$ cat config.mk
export PLATFORM = sky130hd
export DESIGN_NAME = alu_seq
export DESIGN_NICKNAME = d
export VERILOG_FILES = /design/src/rtl/alu_seq_pkg.sv /design/src/rtl/alu_seq_comb.sv /design/src/rtl/alu_seq.sv
export SDC_FILE = /design/constraint.sdc
export NUM_CORES = 1
export LEC_CHECK = 0
export CORE_ASPECT_RATIO = 1.25
export CORE_MARGIN = 8
export CORE_UTILIZATION = 40
export CTS_CLUSTER_SIZE = 12
export DETAILED_ROUTE_END_ITERATION = 8
export SLEW_MARGIN = 10
export SYNTH_ARGS = -nofsm -noshare
export SYNTH_HDL_FRONTEND = slang
export SYNTH_SLANG_ARGS = --single-unit
$ cat constraint.sdc
create_clock -name clk -period 15.4 [get_ports clk]
set_clock_uncertainty 0.2 [all_clocks]
set_input_delay 2.31 -clock clk [delete_from_list [all_inputs] [get_ports clk]]
set_output_delay 2.31 -clock clk [all_outputs]
set_load 0.005 [all_outputs]
$ cat src/rtl/alu_seq_pkg.sv
// Shared opcode and state encodings for the handshaked ALU.
package alu_seq_pkg;

    localparam logic [3:0] OP_ADD  = 4'd0;
    localparam logic [3:0] OP_SUB  = 4'd1;
    localparam logic [3:0] OP_XOR  = 4'd2;
    localparam logic [3:0] OP_SLT  = 4'd3;
    localparam logic [3:0] OP_AND  = 4'd4;
    localparam logic [3:0] OP_NAND = 4'd5;
    localparam logic [3:0] OP_NOR  = 4'd6;
    localparam logic [3:0] OP_OR   = 4'd7;
    localparam logic [3:0] OP_MUL  = 4'd8;

    typedef enum logic [1:0] {
        IDLE = 2'd0,
        MUL  = 2'd1,
        DONE = 2'd2
    } state_t;

endpackage

$ cat src/rtl/alu_seq_comb.sv
// Combinational WIDTH-bit datapath for the eight single-cycle ALU operations.
module alu_seq_comb
    import alu_seq_pkg::*;
#(
    parameter int WIDTH = 32
) (
    input  logic [WIDTH-1:0] a,
    input  logic [WIDTH-1:0] b,
    input  logic [2:0]       op,
    output logic [WIDTH-1:0] result,
    output logic             carryout,
    output logic             overflow
);

    logic             sub;
    logic [WIDTH-1:0] bb;
    logic [WIDTH-1:0] low;
    logic [1:0]       msb;
    logic [WIDTH-1:0] sum;
    logic             ovf;

    // Split the adder at the MSB so carry[WIDTH-1] is visible for overflow.
    always_comb begin
        sub = ({1'b0, op} == OP_SUB) || ({1'b0, op} == OP_SLT);
        bb  = sub ? ~b : b;
        low = {1'b0, a[WIDTH-2:0]} + {1'b0, bb[WIDTH-2:0]} + {{(WIDTH-1){1'b0}}, sub};
        msb = {1'b0, a[WIDTH-1]} + {1'b0, bb[WIDTH-1]} + {1'b0, low[WIDTH-1]};
        sum = {msb[0], low[WIDTH-2:0]};
        ovf = msb[1] ^ low[WIDTH-1];
    end

    always_comb begin
        result   = sum;
        carryout = 1'b0;
        overflow = 1'b0;
        case ({1'b0, op})
            OP_ADD, OP_SUB: begin
                result   = sum;
                carryout = msb[1];
                overflow = ovf;
            end
            OP_XOR:  result = a ^ b;
            OP_SLT:  result = {{(WIDTH-1){1'b0}}, msb[0] ^ ovf};
            OP_AND:  result = a & b;
            OP_NAND: result = ~(a & b);
            OP_NOR:  result = ~(a | b);
            OP_OR:   result = a | b;
            default: result = sum;
        endcase
    end

endmodule

$ cat src/rtl/alu_seq.sv
// Handshaked ALU: registered result/flags with valid/ready on both sides.
// Define ALU_SEQ_MUL_EN to build the iterative shift-add multiplier (op 8).
//
// state | meaning
// IDLE  | accepting ops; holds single-cycle results in the output register
// MUL   | shift-add iterations in progress, input stalled
// DONE  | multiply result pending until downstream takes it
module alu_seq
    import alu_seq_pkg::*;
#(
    parameter int WIDTH = 32
) (
    input  logic             clk,
    input  logic             reset,
    input  logic             in_valid,
    output logic             in_ready,
    input  logic [3:0]       op,
    input  logic [WIDTH-1:0] a,
    input  logic [WIDTH-1:0] b,
    output logic             out_valid,
    input  logic             out_ready,
    output logic [WIDTH-1:0] result,
    output logic             carryout,
    output logic             overflow,
    output logic             zero,
    output logic             err
);

    state_t           state;
    state_t           state_nxt;
    logic             accept;
    logic             is_mul;
    logic             is_illegal;
    logic             mul_last;

    logic [WIDTH-1:0] c_result;
    logic             c_carry;
    logic             c_ovf;
    logic [WIDTH-1:0] s_result;
    logic             s_carry;
    logic             s_ovf;

    alu_seq_comb #(.WIDTH(WIDTH)) u_comb (
        .a        (a),
        .b        (b),
        .op       (op[2:0]),
        .result   (c_result),
        .carryout (c_carry),
        .overflow (c_ovf)
    );

`ifdef ALU_SEQ_MUL_EN
    localparam int CW = $clog2(WIDTH + 1);

    logic [CW-1:0]      mul_cnt;
    logic [2*WIDTH-1:0] mul_acc;
    logic [WIDTH-1:0]   mul_mcand;
    logic [WIDTH-1:0]   mul_mplier;
    logic [WIDTH:0]     mul_sum;

    assign is_mul   = (op == OP_MUL);
    assign mul_last = (state == MUL) && (mul_cnt == CW'(WIDTH));
    assign mul_sum  = {1'b0, mul_acc[2*WIDTH-1:WIDTH]}
                    + {1'b0, (mul_mplier[0] ? mul_mcand : {WIDTH{1'b0}})};

    // Right-shifting accumulator: the product settles after WIDTH steps.
    always_ff @(posedge clk) begin
        if (reset) begin
            mul_cnt    <= '0;
            mul_acc    <= '0;
            mul_mcand  <= '0;
            mul_mplier <= '0;
        end else if (accept && is_mul) begin
            mul_cnt    <= '0;
            mul_acc    <= '0;
            mul_mcand  <= a;
            mul_mplier <= b;
        end else if (state == MUL && !mul_last) begin
            mul_acc    <= {mul_sum, mul_acc[WIDTH-1:1]};
            mul_mplier <= mul_mplier >> 1;
            mul_cnt    <= mul_cnt + CW'(1);
        end
    end
`else
    assign is_mul   = 1'b0;
    assign mul_last = 1'b0;
`endif

    assign is_illegal = (op > OP_OR) && !is_mul;

    always_ff @(posedge clk) begin
        if (reset) begin
            state <= IDLE;
        end else begin
            state <= state_nxt;
        end
    end

    always_comb begin
        state_nxt = state;
        case (state)
            IDLE:    if (accept && is_mul) state_nxt = MUL;
            MUL:     if (mul_last) state_nxt = DONE;
            DONE:    if (out_ready) state_nxt = IDLE;
            default: state_nxt = IDLE;
        endcase
    end

    always_comb begin
        in_ready = (state == IDLE) && (!out_valid || out_ready);
        accept   = in_valid && in_ready;
    end

    always_comb begin
        s_result = c_result;
        s_carry  = c_carry;
        s_ovf    = c_ovf;
        if (is_illegal) begin
            s_result = '0;
            s_carry  = 1'b0;
            s_ovf    = 1'b0;
        end
    end

    // Accepting always retires any pending beat, so out_valid can be rewritten.
    always_ff @(posedge clk) begin
        if (reset) begin
            out_valid <= 1'b0;
            result    <= '0;
            carryout  <= 1'b0;
            overflow  <= 1'b0;
            zero      <= 1'b0;
            err       <= 1'b0;
        end else if (accept && !is_mul) begin
            out_valid <= 1'b1;
            result    <= s_result;
            carryout  <= s_carry;
            overflow  <= s_ovf;
            zero      <= (s_result == '0);
            err       <= is_illegal;
        end else if (accept) begin
            out_valid <= 1'b0;
`ifdef ALU_SEQ_MUL_EN
        end else if (mul_last) begin
            out_valid <= 1'b1;
            result    <= mul_acc[WIDTH-1:0];
            carryout  <= 1'b0;
            overflow  <= |mul_acc[2*WIDTH-1:WIDTH];
            zero      <= (mul_acc[WIDTH-1:0] == '0);
            err       <= 1'b0;
`endif
        end else if (out_valid && out_ready) begin
            out_valid <= 1'b0;
        end
    end

endmodule

==> impl_results.md, run 1 <==
* Status: complete, no violations
* Final Cycle Share at 61.1%
* Die Ht at 155 um
* Chip width at 127 um
* Global-route wire length before repair at 33,900 um
* Final Max Slew Viols at 0
* Mean Syn Cell Area at 7.12 um2
* Maximum clock rate at 106 MHz
* Post-synth top area cell: ha_1
* Final setup vio count at 0
* Post-Synth Adder-Cell Area at 20.1%
* Maximum vdd drop at 0.0339 mV
* Total number of vias at 6,520
* Rel. slew slack at 31.7%
* Most numerous cell in the Yosys netlist: a21oi_1
* Post-synthesis simple-gate area fraction at 18.3%
* NumNets Final at 1,099
* Netlist cell types at 65
* GR Overflow Total at 0
* Type of the worst min-delay path: reg2reg
* Synth cell count leaders: 114 x a21oi_1, 94 x ha_1, 92 x nand2_1, 77 x inv_1, 47 x nor2_1
* Cts hold-fix bufs at 0
* CP Cell Sequence: clkdlybuf4s50_1 > buf_4 > nand2b_2 > buf_4 > xnor2_1 > ha_1 > o21a_1 > o22ai_1 > o21a_1 > o211ai_1 > nand2_1 > a21oi_1 > a221o_1 > a21oi_1 > inv_1 > fa_1 > nor2_1 > o31ai_1 > or4_1 > or4_1 > or4_1 > or4_1 > nor4_1 > a41o_1
* Finished Layout Cells at 1,112
* Crit-path slowest cell: nand2b_2
* Crit Path Max Fanout at 29
* Avg Vias per Cell at 5.86
* DR DRC count at 0
* Syn Inst Count at 863
* Initial antenna violation count at 0
* RSZ-0062 raised after global routing: false
* Critical path launch point type: input pin
* Critical path required time at 15,420 ps
* Max_cap viols at 0
* Pwr dens at 61.8 mW/mm2
* Port buffer count at 109
* Num Clock Sinks at 37
* H-tree levels at 2
* Post-synth top area share at 19.1%
* Mux contribution to synthesized area at 1.65%
* Worst Hold Depth at 2
* Xor/xnor cell area share of the yosys netlist at 6.70%
* Cts bufs inserted at 5
* Worst Path Class, Setup: in2reg
* Final wirelength at 20,800 um
* Clock latency on the worst-skew pair at 280 ps
* Post-synth EDFFs at 0
* Antenna cell count at 0
* PostCTS Resize Cnt at 0
* Share of synthesized registers carrying an async set or reset at 0%
* Pre-antenna DRT Iters at 5
* Post-placement cell count at 1,105
* Post-synthesis compound-gate area fraction at 32.3%
* HPWL after detailed placement at 15,900 um
* Initial core utilization at 40.9%
* Post-Syn Area at 0.00614 mm2
* Fin Hold WS at 254 ps
* Area Growth Syn to Fin at 21.0%
* Register bit total from synthesis at 37
* Final core utilization at 49.5%
* Leak Pwr at 0.00311 uW
* Crit path top cell by count: or4_1
* Finished layout cell area at 0.00743 mm2
* Worst slew pin tran at 1020 ps
* DIE AREA at 0.0196 mm2
* Placed cell areas at 0.00729 mm2
* Largest net degree at the start of global routing at 66
* Setup Fix Bufs, Post-CTS at 0
* Final GP Congestion at 0.971
* IO Pins at 110
* Combinational family with the most area after synthesis: compound AO/OA/AOI/OAI gates
* Final hold vios at 0
* Wire per inst at 18.7 um
* Synth area leaders: ha_1 19%, dfxtp_1 12%, a21oi_1 9.3%, xnor2_1 6.0%, nand2_1 5.6%
* Worst EP arrival at 9430 ps
* CP max stage delay at 560 ps
* Mapped Nets at 1,032
* CTS tree: built
* Clock Tree Buf Depth at 2
* Clk slew on worst S/H paths at 50 ps
* Setup TNS at 0 ps
* CORE AREA at 0.0150 mm2
* ANT nets after route at 0
* Fraction of layout cells with a size suffix above 1 at 3.55%
* Syn. warnings at 0
* GRT Util Overall at 21.0%
* CTS root buf: clkbuf_16
* Register area share after synthesis at 12.1%
* Vias in the first global route at 6,586
* Tmin final at 9410 ps
* Worst Setup End Kind: flop
* Worst Reg-to-Reg Cells at 10
* Rows at 50
* Ys flop type: dfxtp_1
* Iter 0 DRT Violations at 418
## power by group
part	internal [uW]	total, uW	switching, uW
Clock	63.5	99.3	35.8
Sequential	101	104	2.69
Combinational	111	256	145
Total	276	459	184
## per-stage QoR
step,setup WS [ps],total power (uW)
2_1_floorplan,7260,277
3_3_place_gp,5880,362
3_5_place_dp,5740,361
4_1_cts,6000,462
5_1_grt,5530,495
6_report,5990,459
## layer usage
| metal | part of all wire [%] | track usage (%) | vias to the layer above |
|---|---|---|---|
| li1 | - | - | 3263 |
| met1 | 42 | 24.0 | 3073 |
| met2 | 51 | 38.8 | 143 |
| met3 | 3.2 | 2.03 | 41 |
| met4 | 4.3 | 8.52 | 0 |
| met5 | 0 | 0 | - |
## cell families after synthesis
logic type                 Yosys count
DFF                                 37
adders and majority gates           97
xor gates and xnor gates            47
muxes                               10
buffers and inverters              139
and+or+nand+nor                    236
AOI/OAI and AO/OA                  297
## registers in the layout, indices dropped and copies added, names as in the netlist
name,cells
err,1
zero,1
out_valid,1
overflow,1
result,32
carryout,1
## worst paths after layout
kind	slack (ps)	startpoint	endpoint
hold / removal	250	result[10]$_SDFFE_PP0P_	result[10]$_SDFFE_PP0P_
setup / recovery	5990	op[2]	zero$_SDFFE_PP0P_
setup reg to reg	11740	out_valid$_SDFFE_PP0P_	zero$_SDFFE_PP0P_
hold reg to reg	250	result[10]$_SDFFE_PP0P_	result[10]$_SDFFE_PP0P_
## final cells by class
class	instances	area [um2]
Sequential cell	37	741
Clock buffer	7	143
Fill cell	1563	7580
Tap cell	182	228
Inverter	78	293
Timing Repair Buffer	121	1170
Multi-Input combinational cell	687	4860
## critical path: cells and delay by family
| family | cells | cell delay (ps) |
|---|---|---|
| buf+inv | 4 | 1290 |
| simple gates | 8 | 2920 |
| compound gates | 9 | 1960 |
| xor+xnor | 1 | 190 |
| fa+ha+maj | 2 | 760 |
## cells in the final DEF, fill, tap and decap left out, drive strengths merged, types with 12 or more instances in the layout
| master | n |
|---|---|
| a21oi | 114 |
| clkdlybuf4s50 | 107 |
| ha | 94 |
| nand2 | 92 |
| inv | 78 |
| nor2 | 47 |
| xnor2 | 42 |
| dfxtp | 37 |
| o21ai | 31 |
| a211oi | 19 |
| nand3 | 17 |
| a221o | 16 |
| o221ai | 15 |
| buf | 14 |
| a2bb2oi | 12 |
| or3 | 12 |
No activity file was read; power rests on OpenSTA's default activity.
==> inputs of run 2 (changes only) <==
==> constraint.sdc (replaced) <==
create_clock -name clk -period 9.9 [get_ports clk]
set_clock_uncertainty 0.2 [all_clocks]
set_input_delay 1.485 -clock clk [delete_from_list [all_inputs] [get_ports clk]]
set_output_delay 1.485 -clock clk [all_outputs]
set_load 0.005 [all_outputs]
==> impl_results.md, run 2 (synthesis results as in run 1) <==
* Hold Path Sink: result[11]$_SDFFE_PP0P_ (was result[10]$_SDFFE_PP0P_)
* Clock Tree Buf Depth at 2 (unchanged)
* Commonest non-fill, non-tap cell in the layout: a21oi_1 (unchanged)
* Logic pwr share at 53.6% (was 55.8%)
* Largest net degree at the start of global routing at 66 (unchanged)
* Worst Reg-to-Reg Cells at 10 (unchanged)
* Wire per inst at 18.8 um (was 18.7 um)
* NumNets Final at 1,100 (was 1,099)
* Seq pwr share at 21.5% (was 22.6%)
* Largest Register: result (unchanged)
* Switching power at 294 uW (was 184 uW)
* ANT nets after route at 0 (unchanged)
* Vias in the first global route at 6,400 (was 6,586)
* GR Overflow Total at 0 (unchanged)
* Antenna cell count at 0 (unchanged)
* Power after layout at 750 uW (was 459 uW)
* Critical path launch point type: input pin (unchanged)
* Setup TNS at 0 ps (unchanged)
* CTS tree: built (unchanged)
* Maximum vdd drop at 0.0573 mV (was 0.0339 mV)
* Global-route wire length before repair at 33,500 um (was 33,900 um)
* Final Max Slew Viols at 0 (unchanged)
* CORE AREA at 0.0150 mm2 (unchanged)
* Final setup vio count at 0 (unchanged)
* Type of the worst min-delay path: reg2reg (unchanged)
* Rel. slew slack at 25.9% (was 31.7%)
* Final hold vios at 0 (unchanged)
* Final wirelength at 21,000 um (was 20,800 um)
* Num Clock Sinks at 37 (unchanged)
* Chip width at 127 um (unchanged)
* Final GP Congestion at 0.944 (was 0.971)
* Switching power as a share of total power at 39.1% (was 40.0%)
* CTS root buf: clkbuf_16 (unchanged)
* Worst Setup End Kind: flop (unchanged)
* Cell depth of the worst setup path at 22 (was 24)
* Fraction of layout cells with a size suffix above 1 at 3.86% (was 3.55%)
* Cts hold-fix bufs at 0 (unchanged)
* Worst Hold Depth at 2 (unchanged)
* Iter 0 DRT Violations at 429 (was 418)
* Initial core utilization at 40.9% (unchanged)
* Critical path required time at 9920 ps (was 15,420 ps)
* Maximum clock rate at 119 MHz
* CP Cell Sequence: clkdlybuf4s50_1 > nand2b_2 > xnor2_1 > ha_1 > a21oi_1 > o211ai_1 > a21boi_0 > o211ai_1 > nand2_1 > a21oi_1 > a221o_1 > a21oi_1 > inv_1 > fa_1 > nor2_1 > o31ai_1 > or4_1 > or4_1 > or4_1 > or4_1 > nor4_1 > a41o_1 (was clkdlybuf4s50_1 > buf_4 > nand2b_2 > buf_4 > xnor2_1 > ha_1 > o21a_1 > o22ai_1 > o21a_1 > o211ai_1 > nand2_1 > a21oi_1 > a221o_1 > a21oi_1 > inv_1 > fa_1 > nor2_1 > o31ai_1 > or4_1 > or4_1 > or4_1 > or4_1 > nor4_1 > a41o_1)
* Tmin final at 8390 ps
* Setup Fix Bufs, Post-CTS at 0 (unchanged)
* Pre-antenna DRT Iters at 5 (unchanged)
* Worst EP arrival at 8410 ps (was 9430 ps)
* R2r setup slk at 6200 ps (was 11,740 ps)
* Most frequent cells in the layout: 114 x a21oi_1, 107 x clkdlybuf4s50_1, 94 x ha_1, 92 x nand2_1, 77 x inv_1 (unchanged)
* Total number of vias at 6,506 (was 6,520)
* Internal Power at 457 uW (was 276 uW)
* Initial antenna violation count at 0 (unchanged)
* Leak Pwr at 0.00313 uW (was 0.00311 uW)
* Max FFs per register at 32 (unchanged)
* Pwr dens at 100 mW/mm2 (was 61.8 mW/mm2)
* Clock power share at 24.9% (was 21.6%)
* GRT Util Overall at 20.9% (was 21.0%)
* Worst r2r dst: zero$_SDFFE_PP0P_ (unchanged)
* # fillers at 1,579 (was 1,563)
* Worst Path Class, Setup: in2reg (unchanged)
* Reg2reg start: out_valid$_SDFFE_PP0P_ (unchanged)
* Rows at 50 (unchanged)
* Crit path top cell by count: or4_1 (unchanged)
* Final Cycle Share at 84.7%
* Die Ht at 155 um (unchanged)
* HPWL after detailed placement at 15,700 um (was 15,900 um)
* IO Pins at 110 (unchanged)
* DIE AREA at 0.0196 mm2 (unchanged)
* Buf+Inv Stages, Crit Path at 2 (was 4)
* Clock latency on the worst-skew pair at 280 ps (about the same)
* Port buffer count at 109 (unchanged)
* Worst slew pin tran at 1110 ps (was 1020 ps)
* Crit-path slowest cell: nand2b_2 (unchanged)
* RSZ-0062 raised after global routing: false (unchanged)
* DR DRC count at 0 (unchanged)
* H-tree levels at 2 (unchanged)
* CP max stage delay at 730 ps (was 560 ps)
* Max_cap viols at 0 (unchanged)
* Hold Path Origin: result[11]$_SDFFE_PP0P_ (was result[10]$_SDFFE_PP0P_)
* Cts bufs inserted at 5 (unchanged)
* Status: complete, no violations (unchanged)
* Crit Path Max Fanout at 32 (was 29)
* Avg Vias per Cell at 5.84 (was 5.86)
* Clk slew on worst S/H paths at 50 ps (about the same)
* Area Growth Syn to Fin at 21.7% (was 21.0%)
* PostCTS Resize Cnt at 0 (unchanged)
* Worst path top cell family by delay: simple AND/OR/NAND/NOR gates (unchanged)
==> run 2: power groups by stage <==
stage,Sequential [uW],Clock [uW],Combinational (uW)
2_1_floorplan,165,0,266
4_1_cts,161,189,400
3_5_place_dp,165,0,398
5_1_grt,162,198,444
3_3_place_gp,165,0,398
6_report,161,187,402
==> run 2: stage by stage <==
stage          utilization [%]  setup WS, ps  instance area [um2]  std cells  hold WS [ps]
2_1_floorplan                -          2580                 6140        863           253
3_3_place_gp              48.6          1460                 7300       1106           243
3_5_place_dp              48.6          1270                 7300       1106           246
4_1_cts                   49.8          1550                 7480       1114           253
5_1_grt                   49.8          1010                 7480       1114           271
6_report                  49.8          1510                 7480       1114           253
==> run 2: worst register-to-register path: stages (launching register included) <==
cell,delay [ps]
dfxtp_1,310
nand2b_1,120
and2_1,140
buf_4,320
nand2_1,80
or4_1,500
or4_1,490
or4_1,520
or4_1,480
nor4_1,280
a41o_1,200
==> run 2: worst max path at each step <==
stage	from	end	slack, ps
4_1_cts	op[2]	zero$_SDFFE_PP0P_	1550
6_report	op[2]	zero$_SDFFE_PP0P_	1510
3_3_place_gp	op[2]	zero$_SDFFE_PP0P_	1460
5_1_grt	op[2]	zero$_SDFFE_PP0P_	1010
3_5_place_dp	op[2]	zero$_SDFFE_PP0P_	1270
2_1_floorplan	op[2]	zero$_SDFFE_PP0P_	2580
==> run 2: per-layer routing <==
layer  GRT usage, %  up-vias  share of wire (%)
met5              0        -                  0
met4           6.76        0                2.9
met3           1.79       28                3.6
met2           39.3      173                 52
met1           24.0     3041                 41
li1               -     3264                  -
==> run 2: area by class of cell <==
| class | instances | area (um2) | area share [%] |
|---|---|---|---|
| tap | 182 | 228 | 3.05 |
| clock inverter | 2 | 37.5 | 0.502 |
| inverter | 78 | 293 | 3.92 |
| sequential | 37 | 741 | 9.91 |
| timing repair buffer | 122 | 1180 | 15.8 |
| clock buffer | 6 | 139 | 1.86 |
| multi-input combinational | 687 | 4860 | 65.0 |
==> inputs of run 3 (changes only) <==
==> constraint.sdc (replaced) <==
create_clock -name clk -period 8.6 [get_ports clk]
set_clock_uncertainty 0.2 [all_clocks]
set_input_delay 1.29 -clock clk [delete_from_list [all_inputs] [get_ports clk]]
set_output_delay 1.29 -clock clk [all_outputs]
set_load 0.005 [all_outputs]
==> impl_results.md, run 3 (synthesis results as in run 1) <==
* Clock Tree Buf Depth at 2 (unchanged)
* Die Ht at 155 um (unchanged)
* NumNets Final at 1,102 (was 1,100)
* CTS root buf: clkbuf_16 (unchanged)
* Most frequent cells in the layout: 114 x a21oi_1, 107 x clkdlybuf4s50_1, 94 x ha_1, 92 x nand2_1, 77 x inv_1 (unchanged)
* Worst Path Class, Setup: in2reg (unchanged)
* CP max stage delay at 500 ps (was 730 ps)
* HPWL after detailed placement at 16,000 um (was 15,700 um)
* Buf+Inv Stages, Crit Path at 3 (was 2)
* Final hold vios at 0 (unchanged)
* Largest Register: result (unchanged)
* Rows at 50 (unchanged)
* Area Growth Syn to Fin at 21.3% (was 21.7%)
* Global-route wire length before repair at 33,600 um (was 33,500 um)
* Clock latency on the worst-skew pair at 280 ps (about the same)
* Pre-antenna DRT Iters at 5 (unchanged)
* Total number of vias at 6,592 (was 6,506)
* Status: complete, no violations (unchanged)
* Wire per inst at 18.9 um (was 18.8 um)
* Switching power at 334 uW (was 294 uW)
* Port buffer count at 109 (unchanged)
* Tmin final at 7600 ps
* Fraction of layout cells with a size suffix above 1 at 3.96% (was 3.86%)
* Final core utilization at 49.6% (was 49.8%)
* H-tree levels at 2 (unchanged)
* Max_cap viols at 0 (unchanged)
* Final Max Slew Viols at 0 (unchanged)
* Setup TNS at 0 ps (unchanged)
* Final wirelength at 21,100 um (was 21,000 um)
* Worst EP arrival at 7630 ps (was 8410 ps)
* Iter 0 DRT Violations at 414 (was 429)
* R2r setup slk at 4950 ps (was 6200 ps)
* Final GP Congestion at 0.923 (was 0.944)
* CTS tree: built (unchanged)
* Type of the worst min-delay path: reg2reg (unchanged)
* Initial antenna violation count at 1 (was 0)
* Worst Setup End Kind: flop (unchanged)
* Critical path required time at 8620 ps (was 9920 ps)
* Vias in the first global route at 6,481 (was 6,400)
* Antenna cell count at 0 (unchanged)
* Crit path top cell by count: or4_1 (unchanged)
* CP Cell Sequence: clkdlybuf4s50_1 > nand2b_2 > buf_4 > xnor2_1 > ha_1 > a211o_1 > o22ai_1 > o21a_1 > o211ai_1 > nand2_1 > a21oi_1 > a221o_1 > a21oi_1 > inv_1 > fa_1 > nor2_1 > o31ai_1 > or4_1 > or4_1 > or4_1 > or4_1 > nor4_1 > a41o_1 (was clkdlybuf4s50_1 > nand2b_2 > xnor2_1 > ha_1 > a21oi_1 > o211ai_1 > a21boi_0 > o211ai_1 > nand2_1 > a21oi_1 > a221o_1 > a21oi_1 > inv_1 > fa_1 > nor2_1 > o31ai_1 > or4_1 > or4_1 > or4_1 > or4_1 > nor4_1 > a41o_1)
* Largest net degree at the start of global routing at 66 (unchanged)
* IO Pins at 110 (unchanged)
* Final Cycle Share at 88.4%
* Initial core utilization at 40.9% (unchanged)
* Crit Path Max Fanout at 12 (was 32)
* Cts hold-fix bufs at 0 (unchanged)
* Leak Pwr at 0.00313 uW (about the same)
* Maximum clock rate at 132 MHz
* Logic pwr share at 56.2% (was 53.6%)
* Num Clock Sinks at 37 (unchanged)
* GRT Util Overall at 20.9% (about the same)
* Worst path top cell family by delay: simple AND/OR/NAND/NOR gates (unchanged)
* Worst slew pin tran at 954 ps (was 1110 ps)
* Setup Fix Bufs, Post-CTS at 0 (unchanged)
* Max FFs per register at 32 (unchanged)
* Final setup vio count at 0 (unchanged)
* DIE AREA at 0.0196 mm2 (unchanged)
* Cts bufs inserted at 5 (unchanged)
* DR DRC count at 0 (unchanged)
* Rel. slew slack at 35.5% (was 25.9%)
* Chip width at 127 um (unchanged)
* Pwr dens at 110 mW/mm2 (was 100 mW/mm2)
* Placed cell areas at 0.00731 mm2 (was 0.00730 mm2)
* Avg Vias per Cell at 5.91 (was 5.84)
* PostCTS Resize Cnt at 0 (unchanged)
* Power after layout at 821 uW (was 750 uW)
* Crit-path slowest cell: or4_1 (was nand2b_2)
* Switching power as a share of total power at 40.7% (was 39.1%)
* CORE AREA at 0.0150 mm2 (unchanged)
* Clock power share at 21.2% (was 24.9%)
* ANT nets after route at 0 (unchanged)
* Critical path launch point type: input pin (unchanged)
* Clk slew on worst S/H paths at 50 ps (about the same)
* Finished layout cell area at 0.00745 mm2 (was 0.00748 mm2)
* Internal Power at 487 uW (was 457 uW)
* Maximum vdd drop at 0.0766 mV (was 0.0573 mV)
* RSZ-0062 raised after global routing: false (unchanged)
* Seq pwr share at 22.6% (was 21.5%)
* GR Overflow Total at 0 (unchanged)
* Commonest non-fill, non-tap cell in the layout: a21oi_1 (unchanged)
==> run 3: per-layer routing <==
layer	vias to the layer above	track usage, %	wire length [um]
met5	-	0	13
met4	2	7.10	656
met3	33	2.82	824
met2	152	39.3	10900
met1	3133	23.4	8660
li1	3272	-	-
==> run 3: power by group through the flow <==
stage	registers, uW	logic [uW]	clock network, uW
floorplan	190	306	0
global placement	189	458	0
detailed placement	190	458	0
CTS	186	461	176
global route	187	512	184
finish	186	461	174
==> run 3: layout make-up <==
class	count	area [um2]
tap	182	228
multi-input combinational	687	4860
fill	1587	7560
clock inverter	2	10.0
inverter	78	293
clock buffer	6	129
timing repair buffer	124	1190
sequential	37	741
==> run 3: tightest hold or removal path: cells and delay by family (launching register included) <==
family | cells | cell delay [ps]
AOI/OAI and AO/OA | 1 | 50
DFF | 1 | 310
and+or+nand+nor | 1 | 50
==> run 3: path summary, 6_finish.rpt <==
kind / startpoint / endpoint / depth (start not counted)
setup / recovery: op[2] / zero$_SDFFE_PP0P_ / 23
hold / removal: result[24]$_SDFFE_PP0P_ / result[24]$_SDFFE_PP0P_ / 2
hold reg to reg: result[24]$_SDFFE_PP0P_ / result[24]$_SDFFE_PP0P_ / 2
setup reg to reg: out_valid$_SDFFE_PP0P_ / zero$_SDFFE_PP0P_ / 10
==> run 3: stage by stage <==
| stage | cells | worst slack, ps | hold slack (ps) |
|---|---|---|---|
| CTS | 1116 | 998 | 256 |
| global route | 1116 | 569 | 274 |
| detailed placement | 1108 | 722 | 248 |
| global placement | 1108 | 805 | 246 |
| finish | 1116 | 997 | 254 |
| floorplan | 863 | 1480 | 253 |
